[src/rtl/datasg_pkg.sv]
`default_nettype none
// ============================================================================
// Module      : datasg_pkg
// Description : Shared types for the multi-port data segmenter: FSM state
//               encoding and the per-port FIFO entry layout.
// Revision    : 1.0 - initial release
// ============================================================================
package datasg_pkg;

  // Entry field widths; the top-level width parameters default to these
  localparam int DATA_W = 64;
  localparam int PRI_W  = 3;
  localparam int DES_W  = 4;

  typedef enum logic [0:0] {
    IDLE = 1'b0,
    XFER = 1'b1
  } state_t;

  // One buffered ingress word
  typedef struct packed {
    logic [DATA_W-1:0] data;
    logic [PRI_W-1:0]  prio;
    logic [DES_W-1:0]  des;
    logic              last;
  } fifo_entry_t;

endpackage
`default_nettype wire

[src/rtl/datasg_mp_if.sv]
`default_nettype none
// ============================================================================
// Module      : datasg_mp_if
// Description : Ingress ports and SRAM write-side handshake of datasg_mp.
//               slave = segmenter view, master = environment view.
// Revision    : 1.0 - initial release
// ============================================================================
interface datasg_mp_if #(
  parameter int NUM_PORTS  = 4,
  parameter int DATA_WIDTH = 64,
  parameter int ADDR_WIDTH = 12,
  parameter int DES_WIDTH  = 4,
  parameter int PRI_WIDTH  = 3
);
  localparam int SRC_WIDTH = (NUM_PORTS > 1) ? $clog2(NUM_PORTS) : 1;

  logic [NUM_PORTS-1:0]            in_valid;
  logic [NUM_PORTS-1:0]            in_ready;
  logic [NUM_PORTS*DATA_WIDTH-1:0] in_data;
  logic [NUM_PORTS*PRI_WIDTH-1:0]  in_priority;
  logic [NUM_PORTS*DES_WIDTH-1:0]  in_des;
  logic [NUM_PORTS-1:0]            in_last;
  logic                            busy;
  logic                            grant;
  logic                            request;
  logic [PRI_WIDTH-1:0]            wr_priority;
  logic [DES_WIDTH-1:0]            des_port;
  logic [ADDR_WIDTH-1:0]           address_write;
  logic [DATA_WIDTH-1:0]           data_write;
  logic                            wr_last;
  logic [SRC_WIDTH-1:0]            src_port;

  modport master (
    output in_valid, in_data, in_priority, in_des, in_last, busy, grant,
    input  in_ready, request, wr_priority, des_port, address_write,
           data_write, wr_last, src_port
  );

  modport slave (
    input  in_valid, in_data, in_priority, in_des, in_last, busy, grant,
    output in_ready, request, wr_priority, des_port, address_write,
           data_write, wr_last, src_port
  );

endinterface
`default_nettype wire

[src/rtl/datasg_fifo.sv]
`default_nettype none
// ============================================================================
// Module      : datasg_fifo
// Description : Per-port synchronous FIFO of fifo_entry_t words with
//               asynchronous active-low reset and first-word-fall-through head.
// Revision    : 1.0 - initial release
// ============================================================================
module datasg_fifo
  import datasg_pkg::*;
#(
  parameter int DEPTH = 4
) (
  input  logic        clk,
  input  logic        rst_n,
  input  logic        push,
  input  fifo_entry_t push_entry,
  input  logic        pop,
  output fifo_entry_t head,
  output logic        empty,
  output logic        full
);

  localparam int              PTR_W   = $clog2(DEPTH);
  localparam logic [PTR_W:0]  DEPTH_C = (PTR_W+1)'(DEPTH);

  fifo_entry_t      mem [DEPTH];
  logic [PTR_W-1:0] wr_ptr_q, wr_ptr_d;
  logic [PTR_W-1:0] rd_ptr_q, rd_ptr_d;
  logic [PTR_W:0]   count_q, count_d;
  logic             do_push, do_pop;

  assign empty   = (count_q == '0);
  assign full    = (count_q == DEPTH_C);
  assign do_pop  = pop && !empty;
  // A pop in the same cycle frees the slot a push into a full FIFO needs
  assign do_push = push && (!full || do_pop);
  assign head    = mem[rd_ptr_q];

  // Pointer and occupancy update; push+pop together leaves the count as is
  always_comb begin
    wr_ptr_d = wr_ptr_q;
    rd_ptr_d = rd_ptr_q;
    count_d  = count_q;
    if (do_push) wr_ptr_d = wr_ptr_q + PTR_W'(1);
    if (do_pop)  rd_ptr_d = rd_ptr_q + PTR_W'(1);
    case ({do_push, do_pop})
      2'b10:   count_d = count_q + (PTR_W+1)'(1);
      2'b01:   count_d = count_q - (PTR_W+1)'(1);
      default: count_d = count_q;
    endcase
  end

  // Control state; reset empties the FIFO at once
  always_ff @(posedge clk or negedge rst_n) begin
    if (!rst_n) begin
      wr_ptr_q <= '0;
      rd_ptr_q <= '0;
      count_q  <= '0;
    end else begin
      wr_ptr_q <= wr_ptr_d;
      rd_ptr_q <= rd_ptr_d;
      count_q  <= count_d;
    end
  end

  // Storage array; contents are only observed through a non-empty head
  always_ff @(posedge clk) begin
    if (do_push) mem[wr_ptr_q] <= push_entry;
  end

endmodule
`default_nettype wire

[src/rtl/datasg_mp.sv]
`default_nettype none
// ============================================================================
// Module      : datasg_mp
// Description : Multi-port data segmenter. Buffers packets from NUM_PORTS
//               ingress ports, picks one packet by priority and streams it
//               to the SRAM write interface with sequential addresses.
//               Optional macro DATASG_MP_RR_EN: round-robin tie-breaking
//               (undefined: ties go to the lowest port index).
// Revision    : 1.0 - initial release
// ============================================================================
module datasg_mp
  import datasg_pkg::*;
#(
  parameter int NUM_PORTS  = 4,
  parameter int DATA_WIDTH = DATA_W,
  parameter int ADDR_WIDTH = 12,
  parameter int DES_WIDTH  = DES_W,
  parameter int PRI_WIDTH  = PRI_W,
  parameter int FIFO_DEPTH = 4
) (
  input  logic        clk,
  input  logic        rst_n,
  datasg_mp_if.slave  bus
);

  localparam int                SEL_W     = $clog2(NUM_PORTS);
  localparam logic [SEL_W:0]    NP        = (SEL_W+1)'(NUM_PORTS);
  localparam logic [SEL_W-1:0]  LAST_PORT = SEL_W'(NUM_PORTS - 1);

  fifo_entry_t           head [NUM_PORTS];
  fifo_entry_t           head_sel;
  logic [NUM_PORTS-1:0]  empty, full, push, pop;

  state_t                state_q, state_d;
  logic [SEL_W-1:0]      sel_q, sel_d;
  logic [ADDR_WIDTH-1:0] addr_q, addr_d;
  logic [SEL_W-1:0]      rr_start;

  logic                  win_found;
  logic [SEL_W-1:0]      win_idx;
  logic [PRI_W-1:0]      win_pri;
  logic [SEL_W:0]        cand_sum;
  logic [SEL_W-1:0]      cand;

  logic                  show, request, xfer;

  // ---------------------------------------------------------------------------
  // Per-port ingress FIFOs
  // ---------------------------------------------------------------------------
  for (genvar p = 0; p < NUM_PORTS; p++) begin : g_port
    fifo_entry_t push_entry;

    assign push_entry = '{data: bus.in_data[p*DATA_WIDTH +: DATA_WIDTH],
                          prio: bus.in_priority[p*PRI_WIDTH +: PRI_WIDTH],
                          des:  bus.in_des[p*DES_WIDTH +: DES_WIDTH],
                          last: bus.in_last[p]};
    assign push[p] = bus.in_valid[p] && !full[p];
    assign pop[p]  = xfer && (sel_q == SEL_W'(p));

    datasg_fifo #(
      .DEPTH (FIFO_DEPTH)
    ) u_fifo (
      .clk        (clk),
      .rst_n      (rst_n),
      .push       (push[p]),
      .push_entry (push_entry),
      .pop        (pop[p]),
      .head       (head[p]),
      .empty      (empty[p]),
      .full       (full[p])
    );
  end

  assign bus.in_ready = ~full;

  // ---------------------------------------------------------------------------
  // Tie-break start point
  // ---------------------------------------------------------------------------
`ifdef DATASG_MP_RR_EN
  logic [SEL_W-1:0] rr_q, rr_d;

  // Move the search start past the port whose packet just completed
  always_comb begin
    rr_d = rr_q;
    if (xfer && head_sel.last) begin
      rr_d = (sel_q == LAST_PORT) ? '0 : sel_q + SEL_W'(1);
    end
  end

  // Round-robin pointer register
  always_ff @(posedge clk or negedge rst_n) begin
    if (!rst_n) rr_q <= '0;
    else        rr_q <= rr_d;
  end

  assign rr_start = rr_q;
`else
  assign rr_start = '0;
`endif

  // Highest head priority wins; scanning from rr_start with a strict compare
  // makes the first port in scan order win an equal-priority tie
  always_comb begin
    win_found = 1'b0;
    win_idx   = '0;
    win_pri   = '0;
    cand_sum  = '0;
    cand      = '0;
    for (int i = 0; i < NUM_PORTS; i++) begin
      cand_sum = {1'b0, rr_start} + (SEL_W+1)'(i);
      if (cand_sum >= NP) cand_sum = cand_sum - NP;
      cand = cand_sum[SEL_W-1:0];
      if (!empty[cand] && (!win_found || (head[cand].prio > win_pri))) begin
        win_found = 1'b1;
        win_idx   = cand;
        win_pri   = head[cand].prio;
      end
    end
  end

  // ---------------------------------------------------------------------------
  // Egress side: the locked port's head is presented while in XFER
  // ---------------------------------------------------------------------------
  assign head_sel = head[sel_q];
  assign show     = (state_q == XFER) && !empty[sel_q];
  assign request  = show && !bus.busy;
  assign xfer     = request && bus.grant;

  assign bus.request       = request;
  assign bus.wr_priority   = show ? head_sel.prio : '0;
  assign bus.des_port      = show ? head_sel.des  : '0;
  assign bus.data_write    = show ? head_sel.data : '0;
  assign bus.wr_last       = show ? head_sel.last : 1'b0;
  assign bus.address_write = addr_q;
  assign bus.src_port      = sel_q;

  // Next-state: lock a winner in IDLE, release the lock on the last word
  always_comb begin
    state_d = state_q;
    sel_d   = sel_q;
    addr_d  = addr_q;
    case (state_q)
      IDLE: begin
        if (!bus.busy && win_found) begin
          state_d = XFER;
          sel_d   = win_idx;
        end
      end
      XFER: begin
        if (xfer) begin
          addr_d = addr_q + ADDR_WIDTH'(1);
          if (head_sel.last) state_d = IDLE;
        end
      end
      default: state_d = IDLE;
    endcase
  end

  // FSM, selected port and write-address counter
  always_ff @(posedge clk or negedge rst_n) begin
    if (!rst_n) begin
      state_q <= IDLE;
      sel_q   <= '0;
      addr_q  <= '0;
    end else begin
      state_q <= state_d;
      sel_q   <= sel_d;
      addr_q  <= addr_d;
    end
  end

endmodule
`default_nettype wire

[src/flat_wrapper.sv]
// flat-port wrapper written by rule: the top's interface ports become plain ports
module datasg_mp_flat import datasg_pkg::*;
#(
  parameter int NUM_PORTS  = 4,
  parameter int DATA_WIDTH = DATA_W,
  parameter int ADDR_WIDTH = 12,
  parameter int DES_WIDTH  = DES_W,
  parameter int PRI_WIDTH  = PRI_W,
  parameter int FIFO_DEPTH = 4
)
  (clk, rst_n, bus_in_valid, bus_in_data, bus_in_priority, bus_in_des, bus_in_last, bus_busy, bus_grant, bus_in_ready, bus_request, bus_wr_priority, bus_des_port, bus_address_write, bus_data_write, bus_wr_last, bus_src_port);
  datasg_mp_if #(.NUM_PORTS(NUM_PORTS), .DATA_WIDTH(DATA_WIDTH), .ADDR_WIDTH(ADDR_WIDTH), .DES_WIDTH(DES_WIDTH), .PRI_WIDTH(PRI_WIDTH)) bus_i ();
  input  logic clk;
  input  logic rst_n;
  input wire logic [$bits(bus_i.in_valid)-1:0] bus_in_valid;
  input wire logic [$bits(bus_i.in_data)-1:0] bus_in_data;
  input wire logic [$bits(bus_i.in_priority)-1:0] bus_in_priority;
  input wire logic [$bits(bus_i.in_des)-1:0] bus_in_des;
  input wire logic [$bits(bus_i.in_last)-1:0] bus_in_last;
  input wire logic [$bits(bus_i.busy)-1:0] bus_busy;
  input wire logic [$bits(bus_i.grant)-1:0] bus_grant;
  output wire logic [$bits(bus_i.in_ready)-1:0] bus_in_ready;
  output wire logic [$bits(bus_i.request)-1:0] bus_request;
  output wire logic [$bits(bus_i.wr_priority)-1:0] bus_wr_priority;
  output wire logic [$bits(bus_i.des_port)-1:0] bus_des_port;
  output wire logic [$bits(bus_i.address_write)-1:0] bus_address_write;
  output wire logic [$bits(bus_i.data_write)-1:0] bus_data_write;
  output wire logic [$bits(bus_i.wr_last)-1:0] bus_wr_last;
  output wire logic [$bits(bus_i.src_port)-1:0] bus_src_port;
  assign bus_i.in_valid = bus_in_valid;
  assign bus_i.in_data = bus_in_data;
  assign bus_i.in_priority = bus_in_priority;
  assign bus_i.in_des = bus_in_des;
  assign bus_i.in_last = bus_in_last;
  assign bus_i.busy = bus_busy;
  assign bus_i.grant = bus_grant;
  assign bus_in_ready = bus_i.in_ready;
  assign bus_request = bus_i.request;
  assign bus_wr_priority = bus_i.wr_priority;
  assign bus_des_port = bus_i.des_port;
  assign bus_address_write = bus_i.address_write;
  assign bus_data_write = bus_i.data_write;
  assign bus_wr_last = bus_i.wr_last;
  assign bus_src_port = bus_i.src_port;
  datasg_mp #(.NUM_PORTS(NUM_PORTS), .DATA_WIDTH(DATA_WIDTH), .ADDR_WIDTH(ADDR_WIDTH), .DES_WIDTH(DES_WIDTH), .PRI_WIDTH(PRI_WIDTH), .FIFO_DEPTH(FIFO_DEPTH)) u_core (.clk(clk), .rst_n(rst_n), .bus(bus_i));
endmodule
[config.mk]
export PLATFORM = sky130hd
export DESIGN_NAME = datasg_mp_flat
export DESIGN_NICKNAME = d
export VERILOG_FILES = /design/src/rtl/datasg_pkg.sv /design/src/rtl/datasg_mp_if.sv /design/src/rtl/datasg_fifo.sv /design/src/rtl/datasg_mp.sv /design/src/flat_wrapper.sv
export SDC_FILE = /design/constraint.sdc
export NUM_CORES = 2
export LEC_CHECK = 0
export CAP_MARGIN = 25
export CORE_MARGIN = 2
export CORE_UTILIZATION = 28
export DETAILED_ROUTE_END_ITERATION = 8
export PLACE_DENSITY_LB_ADDON = 0.15
export SETUP_SLACK_MARGIN = 0.3
export SLEW_MARGIN = 15
export SYNTH_ARGS = -nofsm -noshare
export SYNTH_HDL_FRONTEND = slang
export SYNTH_SLANG_ARGS = --single-unit
[constraint.sdc]
create_clock -name clk -period 7.3 [get_ports clk]
set_clock_uncertainty 0.2 [all_clocks]
set_input_delay 1.46 -clock clk [delete_from_list [all_inputs] [get_ports clk]]
set_output_delay 1.46 -clock clk [all_outputs]
set_load 0.01 [all_outputs]
==> flow_summary_export.csv <==
group,metric,value,unit
sta,maxSlewHeadroom,28.4,%
routing,vias,22300,
sta,final-setup-viol-count,0,
cells_and_area,nets,2755,
routing,ant_nets,0,
logic_synthesis,synthCells,1938,
grt,gr-total-overflow,0,
logic_synthesis,synth_largest_area_cell,"edfxtp_1",
critical_path,cp-start-kind,"flip-flop",
critical_path,end_kind,"output port",
floorplan,ios,387,
sta,drv_slew,0,
floorplan,die_area,169000,um2
critical_path,arrival,4190,ps
grt,first_global_vias,24100,
clock_tree,cts.sinks,1195,
logic_synthesis,ys_warn_count,0,
clock_tree,cts_resized,0,
critical_path,critPathMaxFanout,38,
grt,busiest_layer,"met2",
logic_synthesis,ys_types,50,
critical_path,cp_data_required_time,5640,ps
grt,use_met2,27.1,%
clock_tree,path_clk_slew,60,ps
hold_path,hp-class,"flip-flop to flip-flop",
placed_design,dpl.hpwl,89400,um
sta,worstMarginPinSlew,1070,ps
logic_synthesis,synth.ff_latch_count,1195,
logic_synthesis,yosysSeqAreaShare,77.0,%
sta,post-route-min-period,5850,ps
floorplan,initial_core_util,28.1,%
critical_path,crit_type,"flip-flop to output port",
cells_and_area,final_layout_size_suffix_gt1_share,25.2,%
clock_tree,cts_tree,"built",
floorplan,die_y,411,um
sta,post-route-period-util,80.2,%
clock_tree,cts.htree.levels,4,
floorplan,row_count,149,
routing,wl,138000,um
logic_synthesis,syn_area_per_cell,23.9,um2
clock_tree,cts.path.max_buffers,3,
grt,use_met3,3.61,%
routing,route.detailed.drc,0,
floorplan,die_w,411,um
grt,grtUsageTotal,16.4,%
logic_synthesis,synth_fp_nets,2267,
logic_synthesis,synthFlopType,"edfxtp_1",
logic_synthesis,netlist_top_cells_area,"edfxtp_1, mux4_2, dfrtp_1",
sta,max_freq,171,MHz
pwr,peakVddDrop,0.245,mV
logic_synthesis,async_flop_share,3.60,%
placed_design,gp_congestion,0.741,
logic_synthesis,synth_top_area_share,74.7,%
clock_tree,hold_buffers,0,
routing,first_pass_iters,5,
pwr,power_density,426,nW/um2
placed_design,portBuffers,386,
placed_design,placed_area,53200,um2
pwr,p_leak,18.2,nW
outcome,status,"completed",
grt,grt_max_degree,46,
grt,grt_pass1_wl,192000,um
sta,fin_tns_setup,0,ps
sta,fin_hold_ws,286,ps
routing,drt_iter0_drc,1660,
cells_and_area,final_area,57700,um2
clock_tree,cts_buffers,138,
run,cap_violations,0,
logic_synthesis,synth-edff-count,1152,
clock_tree,cts_setup_buffers,0,
cells_and_area,syn2layout_area_growth,24.5,%
sta,rsz0062_at_grt,"false",
routing,vias_per_cell,4.71,
floorplan,core_area,165000,um2
routing,wire_per_inst,29.2,um
logic_synthesis,synth.cell_area,46300,um2
grt,use_met1,22.1,%
clock_tree,clock_latency,770,ps
clock_tree,cts-root-buf,"clkbuf_16",
sta,hold_violations,0,
grt,antenna_found_initial,41,
-- state kept, by name, summed over array words and instances, names as in the netlist --
| name | count |
|---|---|
| u_core.g_port.u_fifo.mem | 1152 |
| u_core.bus.address_write | 12 |
| u_core.bus.src_port | 2 |
| u_core.state_q | 1 |
| u_core.g_port.u_fifo.wr_ptr_q | 8 |
| u_core.g_port.u_fifo.count_q | 12 |
| u_core.g_port.u_fifo.rd_ptr_q | 8 |
-- critical path, stage by stage (launching register included) --
cell and delay, ps:
dfrtp_4 900, buf_4 770, mux4_2 490, mux4_2 480, nor2b_1 170, clkdlybuf4s50_1 570
-- report_power, final --
group          internal (mW)  switching [mW]  total (mW)  leakage [nW]
sequential              9.05           0.751        9.80          11.1
clock                   3.79            2.88        6.67          2.13
combinational           3.88            4.19        8.08          5.02
total                   16.7            7.83        24.5          18.2
-- per-stage QoR --
step                      setup WS, ps  util [%]  power [mW]  cells
after floorplan                   2890         -        14.5   1938
after global placement            2030      32.1        18.0   4458
after detailed placement          2050      32.3        18.3   4472
after CTS                         1240      35.0        25.0   4720
after global routing              1240      35.0        25.7   4724
final                             1450      35.0        24.5   4727
-- cells by family after synthesis --
family	share of synthesized area (%)
buf+inv	1.32
xor+xnor	0.681
mux	17.6
compound gates	0.554
simple gates	1.92
flops	77.0
fa+ha+maj	0.956
-- layer usage --
metal,part of all wire (%),up-vias
li1,-,9204
met1,44,12200
met2,49,652
met3,5.2,212
met4,1.9,32
met5,0.15,-
-- path summary, 6_finish.rpt --
kind	slack [ps]	cells after the start	endpoint	start
min	290	1	u_core.bus.address_write[11]	u_core.bus.address_write[11]
min reg2reg	290	1	u_core.bus.address_write[11]	u_core.bus.address_write[11]
max	1450	5	bus_data_write[1]	u_core.g_port[0].u_fifo.rd_ptr_q[1]
min in group asynchronous	600	2	u_core.bus.address_write[11]	rst_n
max in group asynchronous	5750	2	u_core.g_port[3].u_fifo.rd_ptr_q[1]	rst_n
max reg2reg	2050	20	u_core.bus.src_port[1]	u_core.g_port[1].u_fifo.rd_ptr_q[0]
-- synthesized netlist by cell type, drive strengths merged, types with 2 or more instances --
library cell	instances
a21o	2
a21oi	5
and2	5
and3	19
and4	2
buf	57
clkbuf	33
dfrtp	43
edfxtp	1152
fa	4
ha	29
inv	31
mux2	2
mux4	360
nand2	23
nand3	6
nand4	2
nor2	14
nor2b	74
nor3	5
o21a	3
o21ai	10
o22ai	2
o31ai	3
or3	2
xnor2	22
xor2	14
-- cell usage in the layout, fill, tap and decap left out, types with 3 or more instances in the layout --
cell	n
mux4_2	360
clkbuf_1	37
nor3_1	4
dfrtp_1	33
xor2_1	14
clkinv_2	22
and3_4	16
diode_2	4
nand2_1	23
nor2_1	14
nand3_1	6
fa_1	4
ha_1	29
buf_4	33
buf_16	7
clkbuf_16	138
o21a_1	3
clkinv_16	8
and3_1	3
clkinvlp_4	4
buf_12	12
bufinv_16	6
clkinv_1	21
and2_1	5
o21ai_0	9
clkdlybuf4s50_1	385
inv_1	31
inv_6	4
dfrtp_4	10
edfxtp_1	1152
nor2b_1	74
a21oi_1	4
xnor2_1	22
inv_16	5
-- layout make-up --
class / instances / area (um2)
sequential: 1195 / 35700
timing repair buffer: 438 / 4540
fill: 15200 / 107000
antenna: 4 / 10.0
tap: 2189 / 2740
clock inverter: 71 / 791
clock buffer: 177 / 3620
inverter: 31 / 116
multi-input combinational: 622 / 10100
No activity file was read; power rests on OpenSTA's default activity.
